$ cat src/rtl/ps2_key_sequencer.sv
// ps2_key_sequencer: PS/2 scan-code decoder with typematic repeat generation and an event FIFO
module ps2_key_sequencer #(
  parameter int REPEAT_DELAY = 25000000,
  parameter int REPEAT_RATE  = 5000000,
  parameter int FIFO_DEPTH   = 4
) (
  input  logic       clock,
  input  logic       resetn,
  input  logic [7:0] scan_code,
  input  logic       scan_valid,
  input  logic       event_ready,
  output logic       event_valid,
  output logic [7:0] event_code,
  output logic       event_ext,
  output logic       event_break,
  output logic       event_repeat,
  output logic       overflow
);
  localparam int AW = $clog2(FIFO_DEPTH);
  localparam int CW = AW + 1;
  typedef enum logic [1:0] {IDLE = 2'b00, EXT = 2'b01, BRK = 2'b10, EXT_BRK = 2'b11} state_t;
  state_t           r_state;
  logic             r_held_valid;
  logic [7:0]       r_held_code;
  logic             r_held_ext;
  logic [31:0]      r_timer;
  logic             r_pend;
  logic [10:0]      r_mem [FIFO_DEPTH];
  logic [AW-1:0]    r_wp;
  logic [AW-1:0]    r_rp;
  logic [CW-1:0]    r_count;
  logic             r_overflow;
  logic             w_drop, w_e0, w_f0, w_ext, w_brk, w_data, w_match;
  logic             w_make_new, w_brk_held, w_dec_push, w_rep_req, w_rep_push, w_push;
  logic             w_full, w_pop, w_wr;
  logic [10:0]      w_entry;
  assign w_drop     = scan_code inside {8'h00, 8'hAA, 8'hE1, 8'hFA, 8'hFE, 8'hFF};
  assign w_e0       = scan_code == 8'hE0;
  assign w_f0       = scan_code == 8'hF0;
  assign w_ext      = r_state[0];
  assign w_brk      = r_state[1];
  // E0 seen after F0 (without a prior E0) is not a prefix, so it falls through as data
  assign w_data     = scan_valid && !w_drop && !w_f0 && !(w_e0 && r_state != BRK);
  assign w_match    = r_held_valid && r_held_code == scan_code && r_held_ext == w_ext;
  assign w_make_new = w_data && !w_brk && !w_match;
  assign w_brk_held = w_data && w_brk && w_match;
  assign w_dec_push = w_data && (w_brk || !w_match);
  assign w_rep_req  = r_held_valid && r_timer == 32'd0;
  assign w_rep_push = (w_rep_req || r_pend) && !w_dec_push;
  assign w_push     = w_dec_push || w_rep_push;
  assign w_entry    = w_dec_push ? {scan_code, w_ext, w_brk, 1'b0} : {r_held_code, r_held_ext, 2'b01};
  assign w_full     = r_count == CW'(FIFO_DEPTH);
  assign w_pop      = event_valid && event_ready;
  assign w_wr       = w_push && (!w_full || w_pop);
  assign event_valid = r_count != '0;
  assign {event_code, event_ext, event_break, event_repeat} = r_mem[r_rp];
  assign overflow   = r_overflow;
  // Prefix decoder: E0 sets the ext bit, F0 sets the break bit, data or dropped bytes return to IDLE
  always_ff @(posedge clock) begin
    if (!resetn) r_state <= IDLE;
    else if (scan_valid)
      r_state <= w_drop ? IDLE
               : w_f0 ? state_t'({1'b1, r_state[0]})
               : (w_e0 && r_state != BRK) ? state_t'({r_state[1], 1'b1})
               : IDLE;
  end
  // Held-key tracker, repeat timer and the pending repeat that lost arbitration
  always_ff @(posedge clock) begin
    if (!resetn) begin
      r_held_valid <= 1'b0;
      r_held_code  <= 8'h00;
      r_held_ext   <= 1'b0;
      r_timer      <= 32'd0;
      r_pend       <= 1'b0;
    end else begin
      if (w_make_new) begin
        r_held_valid <= 1'b1;
        r_held_code  <= scan_code;
        r_held_ext   <= w_ext;
        r_timer      <= 32'(REPEAT_DELAY - 1);
      end else if (w_brk_held) begin
        r_held_valid <= 1'b0;
        r_timer      <= 32'd0;
      end else if (r_held_valid) r_timer <= w_rep_req ? 32'(REPEAT_RATE - 1) : r_timer - 32'd1;
      r_pend <= (w_make_new || w_brk_held) ? 1'b0 : (w_rep_req || r_pend) && w_dec_push;
    end
  end
  // FIFO pointers, occupancy and sticky overflow
  always_ff @(posedge clock) begin
    if (!resetn) begin
      r_wp       <= '0;
      r_rp       <= '0;
      r_count    <= '0;
      r_overflow <= 1'b0;
    end else begin
      if (w_wr) r_wp <= r_wp + 1'b1;
      if (w_pop) r_rp <= r_rp + 1'b1;
      r_count <= r_count + CW'(w_wr) - CW'(w_pop);
      if (w_push && !w_wr) r_overflow <= 1'b1;
    end
  end
  // FIFO storage needs no reset; occupancy gates its visibility
  always_ff @(posedge clock) begin
    if (w_wr) r_mem[r_wp] <= w_entry;
  end
endmodule

$ cat config.mk
export PLATFORM = sky130hd
export DESIGN_NAME = ps2_key_sequencer
export DESIGN_NICKNAME = d
export VERILOG_FILES = /design/src/rtl/ps2_key_sequencer.sv
export SDC_FILE = /design/constraint.sdc
export NUM_CORES = 1
export LEC_CHECK = 0
export CAP_MARGIN = 0
export CORE_MARGIN = 1.5
export CORE_UTILIZATION = 38
export DETAILED_ROUTE_END_ITERATION = 12
export GPL_TIMING_DRIVEN = 0
export REMOVE_ABC_BUFFERS = 1
export SLEW_MARGIN = 15
export SYNTH_ARGS = -nofsm -noshare
export SYNTH_HDL_FRONTEND = slang
export SYNTH_SLANG_ARGS = --single-unit
$ cat constraint.sdc
create_clock -name clock -period 6 [get_ports clock]
set_input_delay 0.9 -clock clock [delete_from_list [all_inputs] [get_ports clock]]
set_output_delay 0.9 -clock clock [all_outputs]
set_load 0.01 [all_outputs]
; ---- Word-level counts from Yosys, hierarchy flattened
; Memory sizes are Yosys's and may differ from the RTL's. A register that Yosys moved wholly into a read port is not among the register bits.
; Cells that the tools add are included.
[totals]
reg_bits = 53
mem_bits_rw = 44
in_bits = 12
output_inout_bits = 13
wordCells = 86
mem_count = 1
[op_classes]
add_sub_neg = 5
eq_ne = 13
mux = 14
bitwise_logic = 1
reduce_logical = 40
[mem_list]
columns = name, words, word_bits, read_ports, rd_clocked_by_memory_dff, wr, line
row1 = r_mem, 4, 11, 1, 1, 1, 28  ; logic [10:0] r_mem [FIFO_DEPTH];
[ops]
columns = op, count
row1 = 2-to-1 mux 25 bit, 3
row2 = equality test 8 bit (second input constant), 7
row3 = logical NOT 32 bit, 1
row4 = 2-to-1 mux 32 bit, 1
row5 = subtractor 32 x 1 -> 32 bit (second input constant), 1
row6 = logical AND 1 bit, 17
row7 = 2-to-1 mux 11 bit, 1
row8 = 2-to-1 mux 2 bit, 5
row9 = equality test 8 bit, 1
row10 = logical NOT 1 bit, 8
row11 = logical NOT 8 bit, 1
row12 = nonzero test 3 bit, 2
row13 = nonzero test 6 bit, 1
row14 = logical OR 1 bit, 5
row15 = adder 2 x 1 -> 2 bit (second input constant), 2
row16 = 2-to-1 mux 1 bit, 4
row17 = inequality test 2 bit (second input constant), 2
row18 = AND reduction 2 bit, 2
row19 = adder 3 x 1 -> 3 bit, 1
row20 = equality test 3 bit (second input constant), 1
row21 = inequality test 3 bit (second input constant), 1
row22 = OR reduction 3 bit, 1
row23 = subtractor 3 x 1 -> 3 bit, 1
row24 = nonzero test 2 bit, 1
row25 = 3 further kinds, 3

; ---- Depth between registers and ports, before layout
; Gate-level depths: netlist of run 1.
[depth]
word_depth = 13
depth_mapped = 15
mapped_depth_nobuf = 15

; ---- Worst setup path before layout of run 1
; OpenSTA, ideal clock, no wires.
[synth_timing]
kind = input-to-reg
start = input port scan_code[3]
end = register r_count[2]
setup_time_ns = 0.115
arrival_time_ns = 3.247
t_required_ns = 5.885
path_slack_ns = 2.638
stages = 14
n_path_buf = 1
cell_sequence = clkbuf_1 and4_1 o21ai_0 o311a_2 nand3_1 a21oi_2 inv_1 ha_1 inv_1 ha_1 fa_1 xnor2_1 xnor2_1 nor2_1
[synth_between]
elab_chain_cells = 13
word_cells_on_any_way = 28
classes_between = add/sub: 2 / eq/ne: 8 / reduce/logical: 18
[synth_rtl]
columns = item, line
row1 = "start, declared", 9  ; input logic [7:0] scan_code,
row2 = equality test 8 bit / logical NOT 8 bit (equally long branches), 37  ; assign w_drop = scan_code inside {8'h00, 8'hAA, 8'hE1, 8'hFA, 8'hFE, 8'hFF};
row3 = nonzero test 6 bit, 37
row4 = logical NOT 1 bit, 43  ; assign w_data = scan_valid && !w_drop && !w_f0 && !(w_e0 && r_state != BRK);
row5 = logical AND 1 bit (3 in a row), 43
row6 = logical AND 1 bit (*), 47  ; assign w_dec_push = w_data && (w_brk || !w_match);
row7 = logical NOT 1 bit, 49  ; assign w_rep_push = (w_rep_req || r_pend) && !w_dec_push;
row8 = logical AND 1 bit, 49
row9 = logical OR 1 bit (*), 50  ; assign w_push = w_dec_push || w_rep_push;
row10 = logical AND 1 bit (*), 54  ; assign w_wr = w_push && (!w_full || w_pop);
row11 = adder 3 x 1 -> 3 bit (*), 98  ; r_count <= r_count + CW'(w_wr) - CW'(w_pop);
row12 = subtractor 3 x 1 -> 3 bit (*), 98
row13 = "end signal, assigned", 98
row14 = "end, declared", 31  ; logic [CW-1:0] r_count;
; Mark *: on every way between the ends. The rest lies on a longest branch, timed or not.
; A chain may end at the register's enable or synchronous reset.

; ---- Worst setup path after layout of run 1
; Same ends and word-level chain as after synthesis.

==> metrics.md, run 1 <==
| Metric | Value |
|---|---|
| WL final | `approximately 9400 microns` |
| Worst path top cell family by delay | `compound AO/OA/AOI/OAI gates` |
| FF-to-FF setup slack | `1930 ps` |
| Critical Path AT | `4570 ps` |
| Status | `completed` |
| Synth warnings | `0` |
| DRC | `0` |
| Hold buffer count at cts | `0` |
| Die width | `114 microns` |
| FP Rows | `40` |
| Final core occ | `43.98%` |
| Routed Antenna Nets | `0` |
| Register area share after synthesis | `51.74%` |
| Syn avg cell area | `10.99 sq um` |
| Distinct cells, synth | `58` |
| Tmin final | `roughly 4300 ps` |
| Vias in the first global route | `3144` |
| WS Path Type | `input pin to flip-flop` |
| Setup TNS Final | `0 ps` |
| Crit path buf inv count | `3` |
| Hold path depth | `2` |
| CTS Buf Count | `9` |
| Syn Std Cell Area | `4682 sq um` |
| R2R cell count | `14` |
| Antenna violations before repair | `0` |
| R2R Path End | `r_count[2]` |
| Worst path required time | `6220 ps` |
| Vias/cell | `5.345` |
| Drt wl/cell | `15.75 microns` |
| Worst r2r src | `r_held_valid` |
| Initial DRT Pass Iterations | `4` |
| HP Class | `flip-flop to flip-flop` |
| Clock Path Buffers | `2` |
| Largest net degree at the start of global routing | `27` |
| EDFF count, synth | `44` |
| Nets | `463` |
| Number of fill cells | `1138` |
| Min-delay src | `r_wp[1]` |
| Clock latency on the worst-skew pair | `approximately 350 ps` |
| Non-Filler Instances | `594` |
| Initial core utilization | `about two fifths` |
| Die Y-Extent | `roughly 110 microns` |
| Inst Count DP | `between 500 and 600` |
| Final hold violations | `0` |
| First-pass GRT wire length | `around 16000 microns` |
| Crit-path cells | `clkdlybuf4s50_1 > and4_1 > o21ai_0 > o311a_2 > nand3_1 > a21oi_2 > inv_1 > ha_1 > inv_1 > ha_1 > fa_1 > xnor2_1 > xnor2_1 > nor2_1` |
| Fin. max-slew vios | `0` |
| Ratio of cells with drive above 1 in the final layout | `approximately an eighth` |
| Worst Max-Slew Pin Slew | `1086 ps` |
| CP startpoint kind | `input pin` |
| Port-buffer cells | `24` |
| Final setup margin | `between 1500 and 2000 ps` |
| Peak VDD IR | `around 140 uV` |
| H-tree depth | `3` |
| Synthesized flop and latch total | `99` |
| Pre-CTS setup slack | `1287 ps` |
| # clock sinks | `99` |
| CTS tree | `yes` |
| Post-synthesis instance total | `roughly 430` |
| Core area | `12010 sq um` |
| Peak Freq | `roughly 0.23 GHz` |
| Setup Fix Bufs, Post-CTS | `0` |
| Min-Delay Endpoint | `r_wp[1]` |
| Clk pin slew, worst setup/hold paths | `70 ps` |
| P&R area growth vs syn | `12.83%` |
| CTS root buf | `clkbuf_16` |
| Final setup vio count | `0` |
| GRT Total Usage | `about 16%` |
| Antenna diodes | `0` |
| CP Capture Type | `flip-flop` |
| Die Area | `13000 sq um` |
| Placed wire-length estimate | `6377 microns` |
| Fin crit share | `72.49%` |
| Via Count | `3175` |
| Worst Skew | `9.132 ps` |
| Slew headroom | `27.40%` |
| Top_reg_cell synth | `dfxtp_1` |
| First DRT Iteration DRCs | `168` |
| Total congestion overflow | `0` |
| Worst stage delay on the critical path | `570 ps` |
| Crit-path slowest cell | `clkdlybuf4s50_1` |
| Static leakage | `1.824 nW` |
| RSZ-0062 raised after global routing | `no` |
| Asr flop ratio synth | `0%` |
| I/O pins | `25` |
| PD cells | `325.9 nW/um^2` |
| PostCTS Resize Cnt | `0` |
| CP Max Fanout | `15` |
| MaxCap Viol Count | `0` |
| RePlAce Congestion | `0.7814` |
| Final Power | `1.722 mW` |
==> worst min-delay path, stage by stage (launching register included) <==
cell	delay, ps
dfxtp_1	340
nand2_1	60
mux2i_1	50
==> through the flow <==
step           cell area, sq um  hold slack, ps
6_report                   5283           504.5
5_1_grt                    5283           551.0
4_1_cts                    5283           503.3
3_5_place_dp               5001           494.6
3_3_place_gp               4987           479.3
2_1_floorplan              4563           467.7
==> state kept, by name (all words and copies together), names as in the netlist, 2 cells and up, named ones only <==
register     flops
r_mem           44
r_timer         32
r_held_code      8
r_count          3
r_rp             2
r_state          2
r_wp             2
==> Yosys cell counts (2+ instances only) <==
library cell	n	share of area (%)
o22ai_1	3	0.40
mux2_2	9	2.2
or4_1	2	0.32
o41ai_1	2	0.37
a21oi_2	2	0.37
dfxtp_1	55	24
edfxtp_1	44	28
or3b_2	2	0.37
inv_1	11	0.88
o211ai_1	2	0.32
nand3b_1	2	0.32
nand4_1	5	0.67
nor4_1	14	1.9
nor4_2	3	0.80
and3_1	2	0.27
nor3_1	16	1.7
xor2_1	13	2.4
or2_2	2	0.27
o31ai_1	3	0.48
nor4b_1	3	0.56
o21ai_0	18	1.9
or3_1	6	0.80
nand3_1	10	1.1
nand2_1	27	2.2
clkbuf_1	10	0.80
ha_1	8	2.1
xnor2_1	18	3.4
a21oi_1	16	1.7
mux2i_1	11	2.4
and2_1	11	1.5
nor2_1	50	4.0
a31oi_1	3	0.40
nand2b_1	2	0.27
mux4_2	11	5.3
buf_2	5	0.53
clkbuf_8	3	0.88
==> cell usage in the layout (no fill, tap or decap), drive strengths merged, types with 10 or more instances in the layout <==
cell type / instances
a21oi: 18
and2: 11
clkdlybuf4s50: 24
dfxtp: 55
edfxtp: 44
inv: 16
mux2i: 11
mux4: 11
nand2: 27
nand3: 10
nor2: 50
nor3: 16
nor4: 18
o21ai: 19
xnor2: 18
xor2: 13
==> report_power, final <==
group / total (mW) / leakage (nW) / internal [mW] / switching [mW]
clock network: 0.556 / 0.139 / 0.288 / 0.268
registers: 0.826 / 0.863 / 0.766 / 0.0598
logic: 0.339 / 0.822 / 0.189 / 0.151
total: 1.72 / 1.82 / 1.24 / 0.478
==> cell type report <==
class / instances / area [sq um] / area share, %
clock buffer: 9 / 225.2 / 4.263
clock inverter: 7 / 56.30 / 1.066
inverter: 12 / 45.04 / 0.8527
multi-input combinational: 295 / 2102 / 39.79
sequential: 99 / 2422 / 45.85
tap: 147 / 183.9 / 3.482
timing repair buffer: 25 / 247.7 / 4.690
==> worst max-delay path by stage <==
stage	from	slack (ps)	to	depth (start not counted)
detailed placement	scan_code[3]	1290	r_count[2]	14
global placement	r_held_valid	940	r_count[2]	13
global route	scan_code[3]	1350	r_count[2]	14
floorplan	r_held_valid	2220	r_count[2]	13
finish	scan_code[3]	1650	r_count[2]	14
CTS	scan_code[3]	1650	r_count[2]	14
==> layer usage <==
| metal | global-route usage, % | vias to the layer above | share of wire (%) |
|---|---|---|---|
| li1 | - | 1589 | - |
| met1 | 19.90 | 1506 | 45 |
| met2 | 26.79 | 66 | 49 |
| met3 | 3.773 | 14 | 4.9 |
| met4 | 4.667 | 0 | 1.5 |
| met5 | 0 | - | 0 |
==> cells by family after synthesis <==
family	Yosys count	share of synthesized area, %
simple gates	166	18.89
flops	99	51.74
mux	31	9.808
fa+ha+maj	9	2.566
buf+inv	32	3.501
xor+xnor	31	5.799
compound gates	58	7.697
Note: power is estimated with default switching activity, not from simulation.
==> inputs of run 2 (changes only) <==
clock period = 3.9 ns   (was 6 ns; I/O delays follow)
==> metrics.md, run 2 (same netlist as run 1, synthesis figures left out) <==
| Metric | Value |
|---|---|
| RSZ-0062 raised after global routing | `no (unchanged)` |
| CP Max Fanout | `8 (was 15)` |
| Crit-path slowest cell | `nor4_4 (was clkdlybuf4s50_1)` |
| Largest net degree at the start of global routing | `27 (unchanged)` |
| Worst Skew | `9.176 ps (was 9.132 ps)` |
| Non-Filler Instances | `594 (unchanged)` |
| Clk pin slew, worst setup/hold paths | `70 ps (about the same)` |
| Crit-path cells | `nor4_2 > nand4_2 > nor4_4 > buf_4 > nor2_1 > a21oi_4 > inv_1 > ha_1 > inv_1 > ha_1 > fa_1 > xnor2_1 > xnor2_1 > nor2_1 (was clkdlybuf4s50_1 > and4_1 > o21ai_0 > o311a_2 > nand3_1 > a21oi_2 > inv_1 > ha_1 > inv_1 > ha_1 > fa_1 > xnor2_1 > xnor2_1 > nor2_1)` |
| CP Capture Type | `flip-flop (unchanged)` |
| # clock sinks | `99 (unchanged)` |
| Clock Path Buffers | `2 (unchanged)` |
| P&R area growth vs syn | `13.60% (was 12.83%)` |
| Die Area | `13000 sq um (unchanged)` |
| Fin crit share | `92.27%` |
| Clk network pwr share | `32.2% (was 32.3%)` |
| Nets | `463 (unchanged)` |
| Inst Count DP | `578 (unchanged)` |
| Clock latency on the worst-skew pair | `350 ps (about the same)` |
| Antenna diodes | `0 (unchanged)` |
| Worst Max-Slew Pin Slew | `1082 ps (was 1086 ps)` |
| Antenna violations before repair | `0 (unchanged)` |
| Max reg flops | `44 (unchanged)` |
| Vias/cell | `5.384 (was 5.345)` |
| Via Count | `3198 (was 3175)` |
| Biggest register | `r_mem (unchanged)` |
| RePlAce Congestion | `0.7814 (unchanged)` |
| CP startpoint kind | `flip-flop (was input pin)` |
| DP Area | `5001 sq um (unchanged)` |
| Hold slack | `502.8 ps (was 504.5 ps)` |
| Total congestion overflow | `0 (unchanged)` |
| Status | `completed (unchanged)` |
| First-pass GRT wire length | `15930 microns (unchanged)` |
| Die Y-Extent | `114 microns (unchanged)` |
| Final setup margin | `301.6 ps (was 1651 ps)` |
| CTS Buf Count | `9 (unchanged)` |
| Die width | `114 microns (unchanged)` |
| CTS root buf | `clkbuf_16 (unchanged)` |
| DRC | `0 (unchanged)` |
| Switch share | `27.84% (was 27.77%)` |
| Comb pwr share | `19.8% (was 19.7%)` |
| Commonest non-fill, non-tap cell in the layout | `dfxtp_1 (unchanged)` |
| Final setup vio count | `0 (unchanged)` |
| Core area | `12010 sq um (unchanged)` |
| Port-buffer cells | `24 (unchanged)` |
| Slew headroom | `27.65% (was 27.40%)` |
| CTS tree | `yes (unchanged)` |
| Static leakage | `1.838 nW (was 1.824 nW)` |
| Final instance area | `5319 sq um (was 5283 sq um)` |
| WL final | `9423 microns (was 9355 microns)` |
| Peak Freq | `~0.28 GHz` |
| Worst stage delay on the critical path | `460 ps (was 570 ps)` |
| Pre-CTS setup slack | `-498.4 ps (was 1287 ps)` |
| Drt wl/cell | `15.86 microns (was 15.75 microns)` |
| MaxCap Viol Count | `0 (unchanged)` |
| Final Power | `2.653 mW (was 1.722 mW)` |
| Fin. max-slew vios | `0 (unchanged)` |
| Biggest regs | `r_mem (44), r_timer (32), r_held_code (8) (unchanged)` |
| Initial core utilization | `38.98% (unchanged)` |
| Initial DRT Pass Iterations | `4 (unchanged)` |
| H-tree depth | `3 (unchanged)` |
| GRT Total Usage | `15.73% (unchanged)` |
| Ratio of cells with drive above 1 in the final layout | `12.98% (was 12.30%)` |
| Peak VDD IR | `216.6 uV (was 140.4 uV)` |
| Vias in the first global route | `3147 (was 3144)` |
| Sequential fraction of design power | `48.0% (about the same)` |
| HP Class | `flip-flop to flip-flop (unchanged)` |
| I/O pins | `25 (unchanged)` |
| Critical Path AT | `3820 ps (was 4570 ps)` |
| Routed Antenna Nets | `0 (unchanged)` |
| Final hold violations | `0 (unchanged)` |
| FP Rows | `40 (unchanged)` |
| First DRT Iteration DRCs | `160 (was 168)` |
| Placed wire-length estimate | `6377 microns (unchanged)` |
| P_sw | `0.7388 mW (was 0.4781 mW)` |
| Internal power | `1.915 mW (was 1.244 mW)` |
| Worst path required time | `4120 ps (was 6220 ps)` |
| PD cells | `498.9 nW/um^2 (was 325.9 nW/um^2)` |
| WS Path Type | `flip-flop to flip-flop (was input pin to flip-flop)` |
| Tmin final | `3598 ps` |
| Commonest cells after routing, fill and taps aside | `dfxtp_1 (54), nor2_1 (50), edfxtp_1 (44), nand2_1 (27), clkdlybuf4s50_1 (24) (was dfxtp_1 (55), nor2_1 (50), edfxtp_1 (44), nand2_1 (27), clkdlybuf4s50_1 (24))` |
-- run 2: layout make-up --
cell class,count,area (sq um)
inverter,12,45.04
timing repair buffer,25,247.7
sequential,99,2424
clock buffer,9,225.2
fill,1134,6693
clock inverter,7,56.30
multi-input combinational,295,2137
tap,147,183.9
-- run 2: path summary, 6_finish.rpt --
| kind | startpoint | end | slack [ps] | cells after the start |
|---|---|---|---|---|
| min reg2reg | r_wp[1] | r_wp[1] | 500 | 2 |
| min | r_wp[1] | r_wp[1] | 500 | 2 |
| max | r_timer[2] | r_count[2] | 300 | 14 |
| max reg2reg | r_timer[2] | r_count[2] | 300 | 14 |
-- run 2: routing by layer --
layer | up-vias | GRT usage [%] | routed length, microns | share of wire [%]
met5 | - | 0 | 0 | 0
met4 | 0 | 4.667 | 141 | 1.5
met3 | 16 | 3.773 | 325 | 3.4
met2 | 65 | 26.79 | 4597 | 49
met1 | 1532 | 19.90 | 4358 | 46
li1 | 1585 | - | - | -
-- run 2: what timing repair did --
item,CTS,global route
hold buffers,0,0
pin swaps,0,0
gates resized for setup,2,4
endpoints found under the setup margin,1,2
setup buffers,0,0
-- run 2: power by group through the flow --
stage / clock [mW] / combinational, mW / sequential, mW
floorplan: 0 / 0.337 / 1.27
global placement: 0 / 0.517 / 1.29
detailed placement: 0 / 0.527 / 1.30
CTS: 0.880 / 0.529 / 1.27
global route: 0.920 / 0.578 / 1.29
finish: 0.855 / 0.526 / 1.27
-- run 2: metrics by stage --
step | TNS [ps] | utilization [%]
6_report | 0 | 44.28
3_3_place_gp | -32010 | 41.52
3_5_place_dp | -1256 | 41.64
5_1_grt | 0 | 44.28
4_1_cts | 0 | 44.03
2_1_floorplan | 0 | -
-- run 2: critical path: cells and delay by family, from the launching register on --
| family | cells | cell delay [ps] |
|---|---|---|
| and+or+nand+nor | 5 | 1360 |
| AOI/OAI and AO/OA | 1 | 240 |
| DFF | 1 | 370 |
| buffers and inverters | 3 | 360 |
| xor gates and xnor gates | 2 | 330 |
| adders and majority gates | 3 | 830 |
==> inputs of run 3 (changes only) <==
CORE_ASPECT_RATIO = 2   (was unset)
CORE_UTILIZATION = 40   (was 38)
PLACE_DENSITY_LB_ADDON = 0.08   (was unset)
==> metrics.md, run 3 (same netlist as run 1, synthesis figures left out) <==
| Metric | Value |
|---|---|
| Biggest register | `r_mem (unchanged)` |
| Core area | `11350 sq um (was 12010 sq um)` |
| Fin crit share | `92.35% (was 92.27%)` |
| Final hold violations | `0 (unchanged)` |
| Ratio of cells with drive above 1 in the final layout | `12.98% (unchanged)` |
| Total congestion overflow | `0 (unchanged)` |
| CTS tree | `yes (unchanged)` |
| GRT Total Usage | `18.24% (was 15.73%)` |
| First-pass GRT wire length | `16890 microns (was 15930 microns)` |
| Worst r2r src | `r_timer[2] (unchanged)` |
| FP Rows | `55 (was 40)` |
| R2R cell count | `14 (unchanged)` |
| Final Power | `2.772 mW (was 2.653 mW)` |
| First DRT Iteration DRCs | `142 (was 160)` |
| H-tree depth | `3 (unchanged)` |
| Slew headroom | `24.60% (was 27.65%)` |
| WL final | `10370 microns (was 9423 microns)` |
| Clock latency on the worst-skew pair | `350 ps (about the same)` |
| CP startpoint kind | `flip-flop (unchanged)` |
| HP Class | `flip-flop to flip-flop (unchanged)` |
| Worst Setup EP | `r_count[2] (unchanged)` |
| Worst path required time | `4120 ps (about the same)` |
| Routed Antenna Nets | `0 (unchanged)` |
| WS Path Type | `flip-flop to flip-flop (unchanged)` |
| CTS Buf Count | `9 (unchanged)` |
| Peak Freq | `0.2777 GHz (was 0.2779 GHz)` |
| Inst Count DP | `573 (was 578)` |
| MaxCap Viol Count | `0 (unchanged)` |
| Number of fill cells | `1096 (was 1134)` |
| Drt wl/cell | `17.60 microns (was 15.86 microns)` |
| RSZ-0062 raised after global routing | `no (unchanged)` |
| Initial core utilization | `41.23% (was 38.98%)` |
| Clk pin slew, worst setup/hold paths | `70 ps (about the same)` |
| Via Count | `3230 (was 3198)` |
| Commonest non-fill, non-tap cell in the layout | `dfxtp_1 (unchanged)` |
| Die width | `79.50 microns (was 114 microns)` |
| CP Max Fanout | `7 (was 8)` |
| Worst Skew | `7.772 ps (was 9.176 ps)` |
| Fin. max-slew vios | `0 (unchanged)` |
| CTS root buf | `clkbuf_16 (unchanged)` |
| Final setup vio count | `0 (unchanged)` |
| Non-Filler Instances | `589 (was 594)` |
| I/O pins | `25 (unchanged)` |
| Port-buffer cells | `24 (unchanged)` |
| Biggest regs | `r_mem (44), r_timer (32), r_held_code (8) (unchanged)` |
| # clock sinks | `99 (unchanged)` |
| Antenna violations before repair | `0 (unchanged)` |
| R2R Path End | `r_count[2] (unchanged)` |
| Largest net degree at the start of global routing | `27 (unchanged)` |
| Critical Path AT | `3820 ps (about the same)` |
| PD cells | `516.7 nW/um^2 (was 498.9 nW/um^2)` |
| Gr busiest metal | `met2 (unchanged)` |
| Nets | `463 (unchanged)` |
| Die Area | `12400 sq um (was 13000 sq um)` |
| Status | `completed (unchanged)` |
| Commonest cells after routing, fill and taps aside | `dfxtp_1 (54), nor2_1 (50), edfxtp_1 (44), nand2_1 (27), clkdlybuf4s50_1 (24) (unchanged)` |
| Max reg flops | `44 (unchanged)` |
| Setup Fix Bufs, Post-CTS | `0 (unchanged)` |
| Static leakage | `1.855 nW (was 1.838 nW)` |
| Crit path from | `r_timer[2] (unchanged)` |
| Peak VDD IR | `288.8 uV (was 216.6 uV)` |
| Die Y-Extent | `156 microns (was 114 microns)` |
| Met1 usage | `17.93% (was 19.90%)` |
| FF-to-FF setup slack | `300 ps (about the same)` |
| Hold buffer count at cts | `0 (unchanged)` |
| Vias in the first global route | `3319 (was 3147)` |
| Clock Path Buffers | `2 (unchanged)` |
| Antenna diodes | `0 (unchanged)` |
| Grt met3 use | `2.924% (was 3.773%)` |
| Met2 Resource Use GR | `35.79% (was 26.79%)` |
| Tmin final | `3602 ps (was 3598 ps)` |
| DRC | `0 (unchanged)` |
| Placed wire-length estimate | `7539 microns (was 6377 microns)` |
| Vias/cell | `5.484 (was 5.384)` |
| Initial DRT Pass Iterations | `4 (unchanged)` |
| Worst Max-Slew Pin Slew | `1128 ps (was 1082 ps)` |
| CP Capture Type | `flip-flop (unchanged)` |
| P&R area growth vs syn | `14.59% (was 13.60%)` |
| RePlAce Congestion | `0.7996 (was 0.7814)` |
-- run 3: cell types whose count changed in the layout (fill, tap and decap cells not counted), sizes merged --
cell | before | now
inv | 16 | 13
bufinv | 0 | 2
clkbuf | 9 | 10
-- run 3: area by class of cell --
type	instances	area, sq um	area share [%]
Tap cell	142	177.7	3.312
Clock inverter	6	96.34	1.796
Clock buffer	10	229.0	4.268
Timing Repair Buffer	25	247.7	4.618
Multi-Input combinational cell	295	2143	39.95
Sequential cell	99	2426	45.22
Inverter	12	45.04	0.8396
-- run 3: report_power, final --
| group | internal (mW) | total, mW | switching, mW |
|---|---|---|---|
| sequential | 1.18 | 1.28 | 0.0971 |
| combinational | 0.292 | 0.527 | 0.235 |
| clock | 0.570 | 0.969 | 0.399 |
| total | 2.04 | 2.77 | 0.731 |
-- run 3: stage by stage --
stage | utilization [%] | setup slack (ps) | setup TNS, ps | hold slack, ps | instance area [sq um]
5_1_grt | 47.25 | 26.86 | 0 | 540.9 | 5365
3_3_place_gp | 43.87 | -1348 | -42410 | 483.9 | 4981
3_5_place_dp | 43.99 | -602.7 | -5599 | 499.9 | 4995
6_report | 47.25 | 298.5 | 0 | 506.3 | 5365
2_1_floorplan | - | 120.9 | 0 | 467.7 | 4563
4_1_cts | 47.04 | 41.82 | 0 | 509.8 | 5341
-- run 3: how the worst min path moves through the flow --
stage                        from       to  depth (start not counted)  slack [ps]
after floorplan           r_wp[1]  r_wp[1]                          2         470
after global placement    r_wp[0]  r_wp[0]                          2         480
after detailed placement  r_wp[0]  r_wp[0]                          2         500
after CTS                 r_wp[0]  r_wp[0]                          2         510
after global routing      r_wp[0]  r_wp[0]                          2         540
final                     r_wp[0]  r_wp[0]                          2         510
-- run 3: metal layers --
metal / wire length [microns] / share of wire (%)
met4: 256 / 2.5
met5: 0 / 0
met1: 3788 / 37
met3: 289 / 2.8
met2: 6034 / 58
-- run 3: critical path, stage by stage (launching register included) --
cell and delay (ps):
dfxtp_1 370, nor4_2 490, nand4_2 310, nor4_4 370, buf_4 250, nor2_1 100, a21oi_4 260, inv_1 80
ha_1 270, inv_1 40, ha_1 180, fa_1 380, xnor2_1 170, xnor2_1 150, nor2_1 50
-- run 3: repair_timing --
item,CTS,global route
endpoints found under the setup margin,2,1
gates resized for setup,4,4
pin swaps,0,1
